<file path="src/rtl/regfile_sequencer.sv">
// rtl/regfile_sequencer.sv - one-instruction-at-a-time read/execute/write sequencer for a 16x16 register file
module regfile_sequencer #(
  parameter int DATA_W = 16,
  parameter int ADDR_W = 4
) (
  input  logic              clk,
  input  logic              rst,
  input  logic              start,
  input  logic [19:0]       instr,
  output logic              busy,
  output logic              done,
  output logic [DATA_W-1:0] result,
  output logic [ADDR_W-1:0] mem_raddr1,
  output logic [ADDR_W-1:0] mem_raddr2,
  input  logic [DATA_W-1:0] mem_rdata1,
  input  logic [DATA_W-1:0] mem_rdata2,
  output logic              mem_we,
  output logic [ADDR_W-1:0] mem_waddr,
  output logic [DATA_W-1:0] mem_wdata,
  output logic              mem_clr
);

  typedef enum logic [2:0] {
    S_IDLE,
    S_READ,
    S_EXEC,
    S_WRITE,
    S_DONE
  } state_t;

  localparam logic [2:0] OP_LOAD  = 3'd0;
  localparam logic [2:0] OP_ADD   = 3'd1;
  localparam logic [2:0] OP_ADDI  = 3'd2;
  localparam logic [2:0] OP_SUB   = 3'd3;
  localparam logic [2:0] OP_SUBI  = 3'd4;
  localparam logic [2:0] OP_MUL   = 3'd5;
  localparam logic [2:0] OP_CLEAR = 3'd6;
  localparam logic [2:0] OP_DISP  = 3'd7;

  state_t            state, state_n;
  logic [19:0]       instr_q;
  logic [DATA_W-1:0] op_a, op_b, alu_q, alu_n;

  logic [2:0]        op;
  logic [8:0]        fld;
  logic [DATA_W-1:0] sext_fld, sext_imm;

  assign op       = instr_q[19:17];
  assign fld      = instr_q[8:0];
  assign sext_fld = {{(DATA_W-9){fld[8]}}, fld};
  assign sext_imm = {{(DATA_W-13){instr_q[12]}}, instr_q[12:0]};

  // Addresses come straight from the latched instruction, so they hold outside READ.
  assign mem_raddr1 = instr_q[12:9];
  assign mem_raddr2 = instr_q[8:5];
  assign mem_waddr  = instr_q[16:13];
  assign mem_wdata  = alu_q;

  always_ff @(posedge clk) begin
    if (rst) state <= S_IDLE;
    else     state <= state_n;
  end

  always_comb begin
    state_n = state;
    busy    = 1'b1;
    done    = 1'b0;
    mem_we  = 1'b0;
    mem_clr = 1'b0;
    case (state)
      S_IDLE: begin
        busy = 1'b0;
        if (start) state_n = S_READ;
      end
      S_READ:  state_n = S_EXEC;
      S_EXEC:  state_n = S_WRITE;
      S_WRITE: begin
        // A reset landing on the write cycle must not disturb the register file.
        if (!rst) begin
          if (op == OP_CLEAR)     mem_clr = 1'b1;
          else if (op != OP_DISP) mem_we  = 1'b1;
        end
        state_n = S_DONE;
      end
      S_DONE: begin
        done    = 1'b1;
        state_n = S_IDLE;
      end
      default: state_n = S_IDLE;
    endcase
  end

  always_comb begin
    alu_n = '0;
    case (op)
      OP_LOAD:  alu_n = sext_imm;
      OP_ADD:   alu_n = op_a + op_b;
      OP_ADDI:  alu_n = op_a + sext_fld;
      OP_SUB:   alu_n = op_a - op_b;
      OP_SUBI:  alu_n = op_a - sext_fld;
      OP_MUL:   alu_n = op_a * op_b;
      OP_CLEAR: alu_n = '0;
      default:  alu_n = op_a;
    endcase
  end

  always_ff @(posedge clk) begin
    if (rst) begin
      instr_q <= '0;
      op_a    <= '0;
      op_b    <= '0;
      alu_q   <= '0;
      result  <= '0;
    end else begin
      if (state == S_IDLE && start) instr_q <= instr;
      if (state == S_READ) begin
        op_a <= mem_rdata1;
        op_b <= mem_rdata2;
      end
      if (state == S_EXEC) alu_q <= alu_n;
      if (state == S_WRITE) result <= (op == OP_CLEAR) ? '0 : alu_q;
    end
  end

endmodule
</file>
<file path="config.mk">
export PLATFORM = sky130hd
export DESIGN_NAME = regfile_sequencer
export DESIGN_NICKNAME = d
export VERILOG_FILES = /design/src/rtl/regfile_sequencer.sv
export SDC_FILE = /design/constraint.sdc
export NUM_CORES = 1
export LEC_CHECK = 0
export BUFFER_PORTS_ARGS = -buffer_cell sky130_fd_sc_hd__buf_2
export CELL_PAD_IN_SITES_DETAIL_PLACEMENT = 0
export CELL_PAD_IN_SITES_GLOBAL_PLACEMENT = 1
export CORE_ASPECT_RATIO = 1.1
export CORE_MARGIN = 2
export CORE_UTILIZATION = 48
export CTS_CLUSTER_DIAMETER = 80
export DETAILED_ROUTE_END_ITERATION = 7
export PLACE_DENSITY = 0.95
export SLEW_MARGIN = 40
export SYNTH_ARGS = -nofsm -noshare
export SYNTH_HDL_FRONTEND = slang
export SYNTH_SLANG_ARGS = --single-unit
</file>
<file path="constraint.sdc">
create_clock -name clk -period 11.95 [get_ports clk]
set_input_delay 2.39 -clock clk [delete_from_list [all_inputs] [get_ports clk]]
set_output_delay 2.39 -clock clk [all_outputs]
set_load 0.05 [all_outputs]
</file>
Yosys cells after proc, flatten, opt, wreduce, memory -nomap -nowiden
Index checks and enable logic that the tools add are counted.

Output and inout bits: 48. Input bits: 55. Word-level logic and storage cells: 39. Bits in registers: 87.

Multipliers: 1. $add $sub $neg: 4. Eq/ne operators: 12. Multiplexer cells: 13. Reduce and logical (&&, ||, !) cells: 3.

Operator list (number): 16-bit one-hot mux with 7 select lines (1); 16-bit adder (2); 16-bit subtractor (2); 16-bit by 16-bit multiplier with 16-bit output (1); 16-bit two-way mux (1); 3-bit by 2-bit == test with 1-bit output, second input constant (4); 3-bit == test, second input constant (4); 3-bit one-hot mux with 4 select lines (1); 1-bit two-way mux (9); 3-bit by 1-bit == test with 1-bit output, second input constant (2); 3-bit zero test (2); 3-bit two-way mux (1); 3-bit inequality test, second input constant (1); 2-bit inequality test, second input constant (1); 1-bit logical AND (1).

Longest topological paths before layout
Gate-level depths: netlist of run 1.

Depth after elaboration: 5. Mapped depth: 22.

Least setup slack after synthesis of run 1
OpenSTA, ideal clock, no wires.

Path type: input port to output port. Start: input rst. End: output mem_clr. Arrival: 4.300 ns. Required time: 9.560 ns. Stages: 3. Path buffers: 2. Slack: 5.260 ns. Cell sequence: clkbuf_1 clkbuf_1 nor4_1.

Longest elaborated chain between the ends: 2.

Ends and longest elaborated chain: start, declared (line 7) `input logic rst,`; 1-bit two-way mux (line 79) `if (!rst) begin`; 1-bit two-way mux (line 70) `case (state)`; end, declared (line 20) `output logic mem_clr`.

No other way between the ends.

Worst setup path in the final report of run 1
Start: input rst. End: output mem_we.

Longest elaborated chain between the ends: 2.

Ends and longest elaborated chain: 1-bit two-way mux (line 79); 1-bit two-way mux (line 70); end, declared (line 17) `output logic mem_we,`.

No other way between the ends.

==> results.txt, run 1 <==
Status: finished, final reports clean
Hold path cells: 2
Initial antenna violation count: 0
Vias: 8603
EDFF count, synth: 0
CP required: 9.56 ns
Worst path max stage delay: 0.48 ns
Pins over their slew limit: 0
Slew headroom: 0.438
1st-iter DRT viols: 528
Min-delay worst type: flop to flop
Switching power: 0.000450 W
Final period util: 0.493
Nets: 1465
Most used cell along the critical path: buf_2
Vias in the first global route: 8544
First-pass GRT wire length: 43100 um
Via density: 5.68
Critical path cell sequence: buf_2 -> buf_6 -> nor2_1 -> and2_1 -> buf_2
R2R cell count: 16
Worst-path clk slew: 0.07 ns
Worst setup EP type: primary output
Worst-skew pair later-pin latency: 0.35 ns
DP HPWL: 19900 um
DP Worst Slack: 6.03 ns
Die height: 151 um
Leading area contributor after synthesis: dfxtp_1
Pwr Density: 107 mW/mm^2
Clock Sinks: 87
Buffers on Ports: 102
Clock Power Share: 0.271
Io pins: 103
Post-CTS Resized: 0
Seq pwr share: 0.328
Post-synth net total: 1432
Largest net degree at the start of global routing: 89
Area Overhead vs Synth: 8.87%
Core area: 0.0192 mm^2
Reg2reg setup slack: 6.08 ns
Actual slew at the worst max-slew pin: 0.842 ns
CTS hold repair buffers: 0
WL/cell: 17.6 um
TritonCTS buffer count: 9
Max cap viols: 0
Chip width: 137 um
Layout Cells excl Fill: 1515
Routed wire length: 26600 um
Net Sw Frac: 0.414
First-pass DRT Iterations: 6
Final Cell Area: 0.0102 mm^2
Total power: 0.00109 W
Share of cells above drive strength 1: 0.115
Setup Buffers After CTS: 0
CTS tree: yes
DRC: 0
WHS Endpoint: instr_q[13]
CP max FO: 88
Combinational Power Share: 0.401
Initial core utilization: 0.490
Critical-path top delay cell: buf_6
Fin crit period: 5.89 ns
Post-synth ARST share: 0
Total track usage: 0.267
Critical path startpoint category: primary input
Leading post-synthesis cells by cell area: dfxtp_1 (19%), fa_1 (17%), ha_1 (8.8%)
# diodes: 0
Final hold violation count: 0
Placer Congestion: 0.994
Yosys reg bits: 87
FF-to-FF Start: op_b[4]
Worst hold start: instr_q[13]
Most used DFF post-synth: dfxtp_1
Placed standard-cell area: 0.00992 mm^2
CP arrival: 3.50 ns
Most numerous cell in the Yosys netlist: nand2_1
Mapped Cells: 1230
Maximum VDD drop: 0.0761 mV
Internal: 0.000639 W
Sequential element share of the synthesized area: 0.185
Pleak: 4.61 nW
Finish-stage setup viols: 0
Cell Rows: 53
H-tree level count: 3
Antenna viol nets, final: 0
Clk root buf: clkbuf_16
Critical R2R Capture: mem_wdata[11]
Syn Area/Cell: 7.64 um^2
Synth Warn #: 0
Unique masters post-synth: 73
Total die area: 0.0207 mm^2
Post-synth top cells: nand2_1 (216), inv_1 (126), a21oi_1 (100), dfxtp_1 (87), nor2_1 (83)
CP Class: primary input to primary output
Fmax: 170 MHz
Fin worst setup slack: 6.06 ns
RSZ-0062 raised after global routing: false
Maximum buffer depth of the clock tree: 2
Worst Skew: 0.00938 ns
Cell Area, Synth: 0.00939 mm^2
Sum Neg Setup Slack: 0 ns
GRT overflow: 0
Top cell type's share of synthesized area: 0.185
Placed Cells incl. Taps: 1499
==> routing by layer <==
metal / GRT usage / routed length [um] / vias up
met5: 0 / 0 / -
met4: 0.109 / 952 / 0
met3: 0.0333 / 1590 / 71
met2: 0.467 / 13200 / 295
met1: 0.331 / 10800 / 4124
li1: - / - / 4113
==> critical path, delay by kind of cell <==
family	cells	cell delay (ns)
buffers and inverters	3	0.78
and+or+nand+nor	2	0.28
==> layout make-up <==
class                           count  area (um^2)
Timing Repair Buffer              117          627
Clock buffer                        9          225
Multi-Input combinational cell    921         6760
Clock inverter                      7         80.1
Inverter                          127          477
Sequential cell                    87         1740
Tap cell                          247          309
Fill cell                        1879         8940
==> through the flow <==
step                utilization  hold slack (ns)
floorplan                     -            0.437
global placement          0.517            0.441
detailed placement        0.518            0.447
CTS                       0.534            0.457
global route              0.534            0.475
finish                    0.534            0.453
==> power groups by stage <==
| stage | Clock, W | Combinational (W) | Sequential (W) |
|---|---|---|---|
| global route | 0.000308 | 0.000484 | 0.000359 |
| CTS | 0.000298 | 0.000433 | 0.000355 |
| detailed placement | 0 | 0.000429 | 0.000362 |
| floorplan | 0 | 0.000336 | 0.000345 |
| finish | 0.000296 | 0.000437 | 0.000357 |
| global placement | 0 | 0.000425 | 0.000361 |
==> cells in the final DEF (no fill, tap or decap), types with 7 or more instances in the layout <==
cell       synthesis  routed
nand2_1          216     216
inv_1            126     126
buf_2              5     102
a21oi_1          100     100
dfxtp_1           87      85
nor2_1            83      83
fa_1              81      81
and2_1            66      66
ha_1              66      66
o21ai_0           47      47
xnor2_1           35      35
xor2_1            22      22
a22oi_1           18      18
nor3_1            16      16
buf_4             12      14
a211oi_1          10      10
nand3_1            9       9
clkbuf_16          0       9
nand2b_1           8       8
or3_1              8       8
nor2b_1            8       8
a21o_1             8       8
a31oi_1            7       7
o211ai_1           7       7
==> flip-flops by register name (all words and copies together) (netlist names) <==
signal / cells
instr_q: 20
mem_wdata: 16
op_a: 16
result: 16
op_b: 16
state: 3
==> cells by family (layout without fill, tap and decap cells) <==
| logic type | Yosys count | in the layout | synth area share |
|---|---|---|---|
| AO/OA/AOI/OAI | 266 | 266 | 0.178 |
| XOR/XNOR | 58 | 58 | 0.0556 |
| adder cells (fa/ha/maj) | 148 | 148 | 0.262 |
| buffers and inverters | 222 | 260 | 0.0950 |
| flip-flops | 87 | 87 | 0.185 |
| multiplexers | 4 | 4 | 0.00426 |
| AND/OR/NAND/NOR | 445 | 445 | 0.220 |
==> worst max path at each step <==
| stage | start | endpoint | slack (ns) | depth (start not counted) |
|---|---|---|---|---|
| after CTS | rst | mem_we | 6.05 | 5 |
| after floorplan | rst | mem_clr | 5.26 | 3 |
| after global placement | rst | mem_we | 5.86 | 5 |
| final | rst | mem_we | 6.06 | 5 |
| after detailed placement | rst | mem_we | 6.03 | 5 |
| after global routing | op_b[4] | mem_wdata[14] | 5.86 | 18 |
Power figures use the tool's default switching activity.
==> inputs of run 2 (changes only) <==
--- a/config.mk
+++ b/config.mk
@@ -10,10 +10,10 @@
 export CELL_PAD_IN_SITES_GLOBAL_PLACEMENT = 1
 export CORE_ASPECT_RATIO = 1.1
 export CORE_MARGIN = 2
-export CORE_UTILIZATION = 48
+export CORE_UTILIZATION = 45
 export CTS_CLUSTER_DIAMETER = 80
 export DETAILED_ROUTE_END_ITERATION = 7
-export PLACE_DENSITY = 0.95
+export PLACE_DENSITY = 0.9
 export SLEW_MARGIN = 40
 export SYNTH_ARGS = -nofsm -noshare
 export SYNTH_HDL_FRONTEND = slang
==> constraint.sdc (replaced) <==
create_clock -name clk -period 5.6 [get_ports clk]
set_input_delay 1.12 -clock clk [delete_from_list [all_inputs] [get_ports clk]]
set_output_delay 1.12 -clock clk [all_outputs]
set_load 0.05 [all_outputs]
==> run 2 against run 1 <==
Compared with the run above:
- design area is 2.2% higher
- first-iteration DRC count is 18% higher
- critical path type is now flop to flop
- critical path depth is 13 higher
- utilization is 2.4 points lower
==> results.txt, run 2 (synthesis gave the netlist of run 1 again) <==
CP required: 5.84 ns (was 9.56 ns)
Largest net degree at the start of global routing: 65 (was 89)
Min-delay worst type: flop to flop (unchanged)
Worst-path clk slew: 0.07 ns (about the same)
Clk root buf: clkbuf_16 (unchanged)
Placed Cells incl. Taps: 1538 (was 1499)
DP Worst Slack: -0.0389 ns (was 6.03 ns)
Clock Sinks: 87 (unchanged)
Total track usage: 0.266 (was 0.267)
Final period util: 0.961
TritonCTS buffer count: 9 (unchanged)
RSZ-0062 raised after global routing: false (unchanged)
Slew headroom: 0.471 (was 0.438)
Pins over their slew limit: 0 (unchanged)
Fin worst setup slack: 0.221 ns (was 6.06 ns)
Layout Cells excl Fill: 1554 (was 1515)
Chip width: 142 um (was 137 um)
Met3 routed WL: 1700 um (was 1590 um)
Via density: 5.56 (was 5.68)
GRT overflow: 0 (unchanged)
Metal2 WL: 13700 um (was 13200 um)
First-pass DRT Iterations: 5 (was 6)
CP max FO: 8 (was 88)
Maximum buffer depth of the clock tree: 2 (unchanged)
Seq pwr share: 0.316 (was 0.328)
1st-iter DRT viols: 621 (was 528)
Final hold violation count: 0 (unchanged)
# diodes: 0 (unchanged)
Clock Power Share: 0.255 (was 0.271)
Commonest non-fill, non-tap cells in the layout: nand2_1 (216), inv_1 (126), buf_2 (102), a21oi_1 (100), nor2_1 (83) (was nand2_1 (216), inv_1 (126), buf_2 (102), a21oi_1 (100), dfxtp_1 (85))
Vias: 8639 (was 8603)
Die height: 156 um (was 151 um)
WHS Endpoint: instr_q[13] (unchanged)
Area Overhead vs Synth: 11.3% (was 8.87%)
WL/cell: 18.3 um (was 17.6 um)
Total die area: 0.0220 mm^2 (was 0.0207 mm^2)
Largest register by flop count: instr_q (unchanged)
Antenna viol nets, final: 0 (unchanged)
DP HPWL: 22700 um (was 19900 um)
Pwr Density: 222 mW/mm^2 (was 107 mW/mm^2)
Critical R2R Capture: mem_wdata[15] (was mem_wdata[11])
Fin crit period: 5.38 ns
DRC: 0 (unchanged)
H-tree level count: 3 (unchanged)
Fmax: 186 MHz
Reg2reg setup slack: 0.22 ns (was 6.08 ns)
FF-to-FF Start: op_a[5] (was op_b[4])
Status: finished, final reports clean (unchanged)
Io pins: 103 (unchanged)
Final core occ: 0.510 (was 0.534)
Met1 wire length: 12300 um (was 10800 um)
Worst-skew pair later-pin latency: 0.35 ns (about the same)
Cell Rows: 55 (was 53)
Initial antenna violation count: 0 (unchanged)
Pleak: 4.77 nW (was 4.61 nW)
Worst hold start: instr_q[13] (unchanged)
Max cap viols: 0 (unchanged)
Commonest non-fill, non-tap cell in the layout: nand2_1 (unchanged)
R2R cell count: 18 (was 16)
Routed wire length: 28500 um (was 26600 um)
First-pass GRT wire length: 45500 um (was 43100 um)
Worst hold slack: 0.454 ns (was 0.453 ns)
Largest register FFs: 20 (unchanged)
Actual slew at the worst max-slew pin: 0.792 ns (was 0.842 ns)
Initial core utilization: 0.458 (was 0.490)
Hold path cells: 2 (unchanged)
Top Metal Used: met4 (unchanged)
Share of cells above drive strength 1: 0.144 (was 0.115)
CTS hold repair buffers: 0 (unchanged)
Maximum VDD drop: 0.149 mV (was 0.0761 mV)
Net Sw Frac: 0.423 (was 0.414)
Placer Congestion: 0.963 (was 0.994)
Worst Skew: 0.00564 ns (was 0.00938 ns)
Vias in the first global route: 8435 (was 8544)
CP Class: flop to flop (was primary input to primary output)
Critical path startpoint category: flop (was primary input)
Nets: 1495 (was 1465)
Combinational Power Share: 0.428 (was 0.401)
Worst setup EP type: flop (was primary output)
Buffers on Ports: 102 (unchanged)
CP arrival: 5.62 ns (was 3.50 ns)
Setup Buffers After CTS: 0 (unchanged)
Finish-stage setup viols: 0 (unchanged)
CTS tree: yes (unchanged)
Internal: 0.00134 W (was 0.000639 W)
Core area: 0.0205 mm^2 (was 0.0192 mm^2)
Switching power: 0.000979 W (was 0.000450 W)
[run 2: changes by cell type in the layout (fill, tap and decap cells not counted), sizes merged]
cell and change:
buf +30, bufinv -1, inv +2, clkinv -1
[run 2: through the flow]
stage	area (um^2)	power [W]	setup TNS, ns
6_report	10500	0.00232	0
5_1_grt	10500	0.00245	0
4_1_cts	10400	0.00231	0
3_5_place_dp	10200	0.00172	-0.0389
3_3_place_gp	10100	0.00171	0
2_1_floorplan	9390	0.00145	0
[run 2: power by group through the flow]
stage | clock [W] | combinational [W] | sequential, W
after floorplan | 0 | 0.000716 | 0.000736
after global placement | 0 | 0.000970 | 0.000742
after detailed placement | 0 | 0.000974 | 0.000744
after CTS | 0.000599 | 0.000980 | 0.000730
after global routing | 0.000626 | 0.00109 | 0.000739
final | 0.000592 | 0.000992 | 0.000733
[run 2: repair_timing]
item / 4_1_cts / 5_1_grt
gates resized for setup: 2 / 11
setup endpoints to repair: 1 / 4
hold endpoints to repair: 0 / 0
pin swaps: 0 / 2
[run 2: cell type report]
| type | instances | area (um^2) |
|---|---|---|
| fillers | 2046 | 10100 |
| multi-input cells | 921 | 6770 |
| flip-flops and latches | 87 | 1760 |
| repair buffers | 147 | 848 |
| inverters | 127 | 477 |
| well taps | 256 | 320 |
| clock buffers | 9 | 225 |
| clock inverters | 7 | 55.1 |
[run 2: worst max path at each step]
stage | from | to | slack, ns | depth (start not counted)
floorplan | op_b[2] | mem_wdata[11] | 0.14 | 17
global placement | op_a[5] | mem_wdata[15] | 0.09 | 18
detailed placement | op_a[5] | mem_wdata[15] | -0.04 | 18
CTS | op_a[8] | mem_wdata[15] | 0.03 | 18
global route | op_a[7] | mem_wdata[14] | 0.0007 | 18
finish | op_a[5] | mem_wdata[15] | 0.22 | 18
[run 2: worst max-delay path, cell delays in order (launching register included)]
cell     delay, ns
dfxtp_2       0.46
buf_4         0.25
nand2_1       0.09
fa_1          0.51
inv_1         0.05
fa_1          0.43
fa_1          0.49
fa_1          0.55
inv_1         0.05
fa_1          0.45
fa_1          0.40
xor2_1        0.17
xnor2_1       0.23
xnor2_1       0.12
xnor2_1       0.23
xnor3_1       0.29
a21oi_1       0.14
nor3b_1       0.07
o31a_1        0.29
[run 2: routing by layer]
metal	vias up	GRT usage
met2	282	0.457
met4	0	0.0805
met5	-	0
met1	4143	0.347
met3	49	0.0366
li1	4165	-
